<file path="src/rtl/gci_hub.sv">
`default_nettype none
// ============================================================================
//  Module      : gci_hub
//  Description : Upstream router for four gci_node instances. Builds a packed
//                address map from the reported node sizes, decodes CPU GCI
//                requests, forwards each one to the owning node with a
//                node-local address and returns the node response to the CPU.
//                Unmapped addresses receive an error response.
//                Optional macro GCI_HUB_TIMEOUT_EN adds a response timeout.
//  Revision    : 1.0 - initial release
// ============================================================================
module gci_hub #(
   parameter logic [31:0] BASE_ADDR = 32'h0000_0000,
   parameter logic [7:0]  TIMEOUT   = 8'hFF
) (
   input  logic        iCLOCK,
   input  logic        inRESET,
   output logic        oMAP_VALID,
   // CPU side
   input  logic        iCPU_REQ,
   output logic        oCPU_BUSY,
   input  logic        iCPU_RW,
   input  logic [31:0] iCPU_ADDR,
   input  logic [31:0] iCPU_DATA,
   output logic        oCPU_REQ,
   input  logic        iCPU_BUSY,
   output logic [31:0] oCPU_DATA,
   output logic        oCPU_ERR,
   // node 0
   input  logic        iNODE0_VALID,
   input  logic        iNODE0_INFO_VALID,
   input  logic [31:0] iNODE0_MEMSIZE,
   output logic        oNODE0_REQ,
   input  logic        iNODE0_BUSY,
   output logic        oNODE0_RW,
   output logic [31:0] oNODE0_ADDR,
   output logic [31:0] oNODE0_DATA,
   input  logic        iNODE0_REQ,
   output logic        oNODE0_BUSY,
   input  logic [31:0] iNODE0_DATA,
   // node 1
   input  logic        iNODE1_VALID,
   input  logic        iNODE1_INFO_VALID,
   input  logic [31:0] iNODE1_MEMSIZE,
   output logic        oNODE1_REQ,
   input  logic        iNODE1_BUSY,
   output logic        oNODE1_RW,
   output logic [31:0] oNODE1_ADDR,
   output logic [31:0] oNODE1_DATA,
   input  logic        iNODE1_REQ,
   output logic        oNODE1_BUSY,
   input  logic [31:0] iNODE1_DATA,
   // node 2
   input  logic        iNODE2_VALID,
   input  logic        iNODE2_INFO_VALID,
   input  logic [31:0] iNODE2_MEMSIZE,
   output logic        oNODE2_REQ,
   input  logic        iNODE2_BUSY,
   output logic        oNODE2_RW,
   output logic [31:0] oNODE2_ADDR,
   output logic [31:0] oNODE2_DATA,
   input  logic        iNODE2_REQ,
   output logic        oNODE2_BUSY,
   input  logic [31:0] iNODE2_DATA,
   // node 3
   input  logic        iNODE3_VALID,
   input  logic        iNODE3_INFO_VALID,
   input  logic [31:0] iNODE3_MEMSIZE,
   output logic        oNODE3_REQ,
   input  logic        iNODE3_BUSY,
   output logic        oNODE3_RW,
   output logic [31:0] oNODE3_ADDR,
   output logic [31:0] oNODE3_DATA,
   input  logic        iNODE3_REQ,
   output logic        oNODE3_BUSY,
   input  logic [31:0] iNODE3_DATA
);

   localparam logic [2:0] ST_INIT = 3'd0;
   localparam logic [2:0] ST_MAP  = 3'd1;
   localparam logic [2:0] ST_IDLE = 3'd2;
   localparam logic [2:0] ST_FWD  = 3'd3;
   localparam logic [2:0] ST_WAIT = 3'd4;
   localparam logic [2:0] ST_RESP = 3'd5;

   // First byte past the 32-bit address space; regions are clipped here.
   localparam logic [33:0] c_addrLimit = 34'h1_0000_0000;

   logic [2:0]  r_state;
   logic [2:0]  w_nextState;

   // Per-node views of the flat port list
   logic [3:0]  w_nodeValid;
   logic [3:0]  w_nodeInfoValid;
   logic [3:0]  w_nodeBusy;
   logic [3:0]  w_nodeReq;
   logic [31:0] w_nodeMemSize [4];
   logic [31:0] w_nodeData    [4];

   // Address map: base is 33 bits wide so a region starting at 2^32 never hits
   logic [1:0]  r_mapIdx;
   logic        r_mapValid;
   logic [32:0] r_sum;
   logic [32:0] r_base [4];
   logic [33:0] r_end  [4];

   // Transaction context
   logic [1:0]  r_sel;
   logic        r_rw;
   logic [31:0] r_nodeAddr;
   logic [31:0] r_wrData;
   logic [31:0] r_respData;
   logic        r_respErr;

   logic        w_allReady;
   logic [31:0] w_mapSize;
   logic [33:0] w_mapEndRaw;
   logic [33:0] w_mapEnd;
   logic        w_hit;
   logic [1:0]  w_hitIdx;
   logic [31:0] w_hitLocal;
   logic        w_accept;
   logic        w_fwdIssue;
   logic        w_selResp;
   logic        w_timeout;

   assign w_nodeValid     = {iNODE3_VALID, iNODE2_VALID, iNODE1_VALID, iNODE0_VALID};
   assign w_nodeInfoValid = {iNODE3_INFO_VALID, iNODE2_INFO_VALID, iNODE1_INFO_VALID, iNODE0_INFO_VALID};
   assign w_nodeBusy      = {iNODE3_BUSY, iNODE2_BUSY, iNODE1_BUSY, iNODE0_BUSY};
   assign w_nodeReq       = {iNODE3_REQ, iNODE2_REQ, iNODE1_REQ, iNODE0_REQ};
   assign w_nodeMemSize[0] = iNODE0_MEMSIZE;
   assign w_nodeMemSize[1] = iNODE1_MEMSIZE;
   assign w_nodeMemSize[2] = iNODE2_MEMSIZE;
   assign w_nodeMemSize[3] = iNODE3_MEMSIZE;
   assign w_nodeData[0]    = iNODE0_DATA;
   assign w_nodeData[1]    = iNODE1_DATA;
   assign w_nodeData[2]    = iNODE2_DATA;
   assign w_nodeData[3]    = iNODE3_DATA;

   // An absent node never reports info, so only present nodes gate the map build.
   assign w_allReady  = &(~w_nodeValid | w_nodeInfoValid);
   assign w_mapSize   = w_nodeValid[r_mapIdx] ? w_nodeMemSize[r_mapIdx] : 32'h0;
   assign w_mapEndRaw = {1'b0, r_sum} + {2'b00, w_mapSize};
   assign w_mapEnd    = (w_mapEndRaw > c_addrLimit) ? c_addrLimit : w_mapEndRaw;

   assign w_accept   = (r_state == ST_IDLE) && iCPU_REQ;
   assign w_fwdIssue = (r_state == ST_FWD) && !w_nodeBusy[r_sel];
   assign w_selResp  = (r_state == ST_WAIT) && w_nodeReq[r_sel];
   assign w_hitLocal = iCPU_ADDR - r_base[w_hitIdx][31:0];

   // Region decode; scanning downward lets the lowest matching index win.
   always_comb begin
      w_hit    = 1'b0;
      w_hitIdx = 2'd0;
      for (int n = 3; n >= 0; n--) begin
         if (({1'b0, iCPU_ADDR} >= r_base[n]) && ({2'b00, iCPU_ADDR} < r_end[n])) begin
            w_hit    = 1'b1;
            w_hitIdx = 2'(n);
         end
      end
   end

`ifdef GCI_HUB_TIMEOUT_EN
   logic [7:0] r_toCnt;

   // WAIT-cycle counter, cleared as the request is issued (entry to WAIT).
   always_ff @(posedge iCLOCK) begin
      if (!inRESET) begin
         r_toCnt <= 8'd0;
      end else if (w_fwdIssue) begin
         r_toCnt <= 8'd0;
      end else if (r_state == ST_WAIT) begin
         r_toCnt <= r_toCnt + 8'd1;
      end
   end

   assign w_timeout = (r_state == ST_WAIT) && !w_selResp &&
                      (({1'b0, r_toCnt} + 9'd1) >= {1'b0, TIMEOUT});
`else
   logic w_unusedTimeout;
   assign w_unusedTimeout = ^TIMEOUT;
   assign w_timeout       = 1'b0;
`endif

   // State register
   always_ff @(posedge iCLOCK) begin
      if (!inRESET) begin
         r_state <= ST_INIT;
      end else begin
         r_state <= w_nextState;
      end
   end

   // Next-state decode
   always_comb begin
      w_nextState = r_state;
      case (r_state)
         ST_INIT: if (w_allReady)             w_nextState = ST_MAP;
         ST_MAP:  if (r_mapIdx == 2'd3)       w_nextState = ST_IDLE;
         ST_IDLE: if (w_accept)               w_nextState = w_hit ? ST_FWD : ST_RESP;
         ST_FWD:  if (w_fwdIssue)             w_nextState = ST_WAIT;
         ST_WAIT: if (w_selResp || w_timeout) w_nextState = ST_RESP;
         ST_RESP: if (!iCPU_BUSY)             w_nextState = ST_IDLE;
         default:                             w_nextState = ST_INIT;
      endcase
   end

   // Map construction and transaction datapath
   always_ff @(posedge iCLOCK) begin
      if (!inRESET) begin
         r_mapIdx   <= 2'd0;
         r_mapValid <= 1'b0;
         r_sum      <= {1'b0, BASE_ADDR};
         for (int n = 0; n < 4; n++) begin
            r_base[n] <= 33'd0;
            r_end[n]  <= 34'd0;
         end
         r_sel      <= 2'd0;
         r_rw       <= 1'b0;
         r_nodeAddr <= 32'd0;
         r_wrData   <= 32'd0;
         r_respData <= 32'd0;
         r_respErr  <= 1'b0;
      end else begin
         if (r_state == ST_MAP) begin
            r_base[r_mapIdx] <= r_sum;
            r_end[r_mapIdx]  <= w_mapEnd;
            r_sum            <= r_sum + {1'b0, w_mapSize};
            r_mapIdx         <= r_mapIdx + 2'd1;
            if (r_mapIdx == 2'd3) begin
               r_mapValid <= 1'b1;
            end
         end
         if (w_accept) begin
            r_sel      <= w_hitIdx;
            r_rw       <= iCPU_RW;
            r_nodeAddr <= w_hitLocal;
            r_wrData   <= iCPU_DATA;
            r_respData <= 32'd0;
            r_respErr  <= !w_hit;
         end
         if (w_selResp) begin
            r_respData <= w_nodeData[r_sel];
            r_respErr  <= 1'b0;
         end else if (w_timeout) begin
            r_respData <= 32'hFFFF_FFFF;
            r_respErr  <= 1'b1;
         end
      end
   end

   // Output decode from state and held context
   always_comb begin
      oCPU_BUSY  = (r_state != ST_IDLE);
      oCPU_REQ   = (r_state == ST_RESP);
      oCPU_DATA  = (r_state == ST_RESP) ? r_respData : 32'd0;
      oCPU_ERR   = (r_state == ST_RESP) ? r_respErr  : 1'b0;
      oNODE0_REQ = w_fwdIssue && (r_sel == 2'd0);
      oNODE1_REQ = w_fwdIssue && (r_sel == 2'd1);
      oNODE2_REQ = w_fwdIssue && (r_sel == 2'd2);
      oNODE3_REQ = w_fwdIssue && (r_sel == 2'd3);
   end

   assign oMAP_VALID  = r_mapValid;
   assign oNODE0_RW   = r_rw;
   assign oNODE1_RW   = r_rw;
   assign oNODE2_RW   = r_rw;
   assign oNODE3_RW   = r_rw;
   assign oNODE0_ADDR = r_nodeAddr;
   assign oNODE1_ADDR = r_nodeAddr;
   assign oNODE2_ADDR = r_nodeAddr;
   assign oNODE3_ADDR = r_nodeAddr;
   assign oNODE0_DATA = r_wrData;
   assign oNODE1_DATA = r_wrData;
   assign oNODE2_DATA = r_wrData;
   assign oNODE3_DATA = r_wrData;
   assign oNODE0_BUSY = 1'b0;
   assign oNODE1_BUSY = 1'b0;
   assign oNODE2_BUSY = 1'b0;
   assign oNODE3_BUSY = 1'b0;

endmodule
`default_nettype wire

</file>
<file path="config.mk">
export PLATFORM = sky130hd
export DESIGN_NAME = gci_hub
export DESIGN_NICKNAME = d
export VERILOG_FILES = /design/src/rtl/gci_hub.sv
export SDC_FILE = /design/constraint.sdc
export NUM_CORES = 1
export LEC_CHECK = 0
export CORE_ASPECT_RATIO = 1.5
export CORE_MARGIN = 2
export CORE_UTILIZATION = 45
export CTS_BUF_LIST = sky130_fd_sc_hd__clkbuf_4 sky130_fd_sc_hd__clkbuf_8
export DETAILED_ROUTE_END_ITERATION = 16
export PLACE_DENSITY = 0.72
export SLEW_MARGIN = 20
export SYNTH_ARGS = -nofsm -noshare
export SYNTH_HDL_FRONTEND = slang
export SYNTH_SLANG_ARGS = --single-unit
</file>
<file path="constraint.sdc">
create_clock -name iCLOCK -period 10.3 [get_ports iCLOCK]
set_input_delay 2.06 -clock iCLOCK [delete_from_list [all_inputs] [get_ports iCLOCK]]
set_output_delay 2.06 -clock iCLOCK [all_outputs]
set_load 0.005 [all_outputs]
</file>
==> results.ini <==
[sta]
final.min_clock_period_ns = 8.68
worst_pin_slew_ns = 1.09
postLayoutSetupSlackWorst_ns = 1.62
rsz0062_at_grt = false
final-hold-violation-count = 0
slew_headroom_pct = 27.2
final_max_slew_viol_count = 0
setup_tns_ns = 0
post-route-period-util_pct = 84.2
fmax_mhz = 115
fin_skew_ns = 0.0562
setup_viol_count_final = 0

[yosys]
synth_edf_count = 268
yosys.cell_count.top_type = nand2_1
async_flop_share_pct = 0
synth_seq_cells = 407
yosys_warnings = 0
ys_types = 82
yosysSeqAreaShare_pct = 37.0
synth.top_cell.area_share_pct = 27.5
synth_cells = 3137
syn_area_sq_um = 29300
postSynthAreaPerCell_sq_um = 9.34
ys.flop_type = edfxtp_1
yosysTopAreaCell = edfxtp_1
synthTopCellsByCount = nand2_1 (324), ha_1 (316), inv_1 (278)
yosys-top-cells-area = edfxtp_1 (27%), ha_1 (14%), dfxtp_1 (9.5%), buf_4 (5.2%), mux4_2 (5.1%)

[floorplan]
num_io_pins = 645
die_w_microns = 212
coreArea_sq_um = 64500
die-area_sq_um = 67200
rows = 114
start_util_pct = 45.4
die_h_microns = 316

[cts]
cts.hold.buffers_added = 0
cts_sinks = 407
clk_path_buf_depth = 3
post_cts_resized = 0
clkLatencyLatePin_ns = 0.71
post_cts_buffers = 0
clk_pin_slew_worst_paths_ns = 0.06
cts_tree = done
cts-root-buf = clkbuf_8
cts_buffers = 61
htree_levels = 2

[power_and_ir_drop]
intPower_uw = 3690
switching_share_pct = 37.4
clkPwrFrac_pct = 25.5
comb_power_share_pct = 39.2
power.density_nw_per_um2 = 162
seq_power_share_pct = 35.3
p_leak_uw = 0.0147
vdd_drop_max_uv = 103
switchingPower_uw = 2210

[placed_design]
place_ws_ns = 1.13
globalplace.congestion = 0.939
portBuffers = 640
dpl.hpwl_microns = 78400

[critical_path]
cp_slowest_stage_delay_ns = 0.69
slowest_stage = clkdlybuf4s50_1
crit_path_end_kind = flip-flop
path_class = input port to flip-flop
worstPathRequired_ns = 10.89
crit_path_frequent_cell = o211ai_1
cp-start-kind = input port
worstPathMaxFanout = 82
cp_data_arrival_time_ns = 9.27

[status]
status = completed

[drt]
first_iter_violations = 2081
drt-wirelength-per-cell_microns = 22.6
drtAntennaViolNets = 0
viasPerCell = 5.58
drc_errors = 0
drt-pass1-iter-count = 6
wirelength_microns = 101000
dr_total_vias = 24900

[grt]
grt_pass1_wl_microns = 147000
grt_max_degree = 83
grt.overflow.total = 0
grt_util_all_layers_pct = 29.3
grt_pass1_vias = 24700
antenna_found_initial = 6

[layout]
drive_gt1_share_pct = 7.56
syn2layout_area_growth_pct = 24.8
layout.nets = 4202

[min_path]
worstHoldPathType = flip-flop to flip-flop

[job]
cap_violations = 0

[cells by family after synthesis]
family	share of synthesized area (%)
adders and majority gates	13.6
AOI/OAI and AO/OA	14.7
DFF	37.0
muxes	5.25
and+or+nand+nor	17.2
xor gates and xnor gates	1.50
buffers and inverters	10.6
other	0.0128
[metrics by stage]
| stage | instance area (sq um) | power (uW) | util, % | hold WS, ns | cells |
|---|---|---|---|---|---|
| after detailed placement | 35200 | 4410 | 54.5 | 0.463 | 4350 |
| after floorplan | 29300 | 3550 | - | 0.450 | 3144 |
| after global routing | 36600 | 6230 | 56.7 | 0.487 | 4470 |
| after CTS | 36500 | 5920 | 56.7 | 0.472 | 4466 |
| after global placement | 35100 | 4370 | 54.5 | 0.457 | 4350 |
| final | 36600 | 5910 | 56.7 | 0.469 | 4470 |
[layout make-up]
class	instances	area (sq um)
diodes	4	10.0
clock buffers	98	1180
clock inverters	18	209
fillers	5746	27900
inverters	278	1040
multi-input cells	2112	15400
flip-flops and latches	407	10800
well taps	870	1090
repair buffers	683	6740
[worst max-delay path, delay by kind of cell]
| family | cells | cell delay (ns) |
|---|---|---|
| and+or+nand+nor | 9 | 1.75 |
| AOI/OAI and AO/OA | 14 | 3.56 |
| adders and majority gates | 2 | 0.82 |
| buffers and inverters | 2 | 1.01 |
[sequential cells by signal, summed over array words and instances, names as in the netlist]
signal and flops:
oNODE0_ADDR 32, r_end 136, r_mapIdx 2, r_sum 33, r_state 3, oNODE0_DATA 32
r_sel 2, oMAP_VALID 1, oNODE0_RW 1, r_respErr 1, r_respData 32, r_base 132
[final timing paths]
check,end,slack [ns],cells after the start,from
setup / recovery,oNODE0_ADDR[30],1.62,27,iCPU_ADDR[8]
hold / removal,r_sel[0],0.47,2,r_sel[0]
setup reg to reg,oNODE0_ADDR[30],3.41,27,r_base[2][8]
hold reg to reg,r_sel[0],0.47,2,r_sel[0]
[routing by layer]
| layer | vias to the layer above | share of wire [%] | track usage (%) |
|---|---|---|---|
| met5 | - | 0.016 | 0 |
| met1 | 11800 | 37 | 33.7 |
| met3 | 263 | 7.1 | 4.30 |
| met4 | 2 | 6.6 | 18.1 |
| li1 | 11800 | - | - |
| met2 | 1087 | 49 | 51.4 |
[power by group through the flow]
stage | logic [uW] | clock network [uW] | registers (uW)
after floorplan | 1540 | 0 | 2010
after global placement | 2270 | 0 | 2110
after detailed placement | 2300 | 0 | 2110
after CTS | 2310 | 1530 | 2080
after global routing | 2540 | 1590 | 2090
final | 2310 | 1510 | 2080
[cells in the final DEF, fill, tap and decap left out, types with 9 or more instances in the layout]
master	count
clkdlybuf4s50_1	639
nand2_1	320
ha_1	316
inv_1	278
edfxtp_1	268
o21ai_0	184
a21oi_1	165
dfxtp_1	135
and2_1	128
and3_1	110
nor2_1	99
nor3_1	78
a21boi_0	78
clkbuf_8	71
nand3_1	70
mux4_2	66
nor2b_1	54
a21o_1	49
buf_4	43
o211ai_1	42
nand4_1	34
clkbuf_4	27
xor2_1	26
o21a_1	25
xnor2_1	24
a211oi_1	23
nand2b_1	16
and4_1	12
nor4_1	12
o211a_1	10
a21oi_2	10
a211o_1	9
o31ai_1	9
or3_1	9
or2_2	9
(Power assumes the default switching activity.)
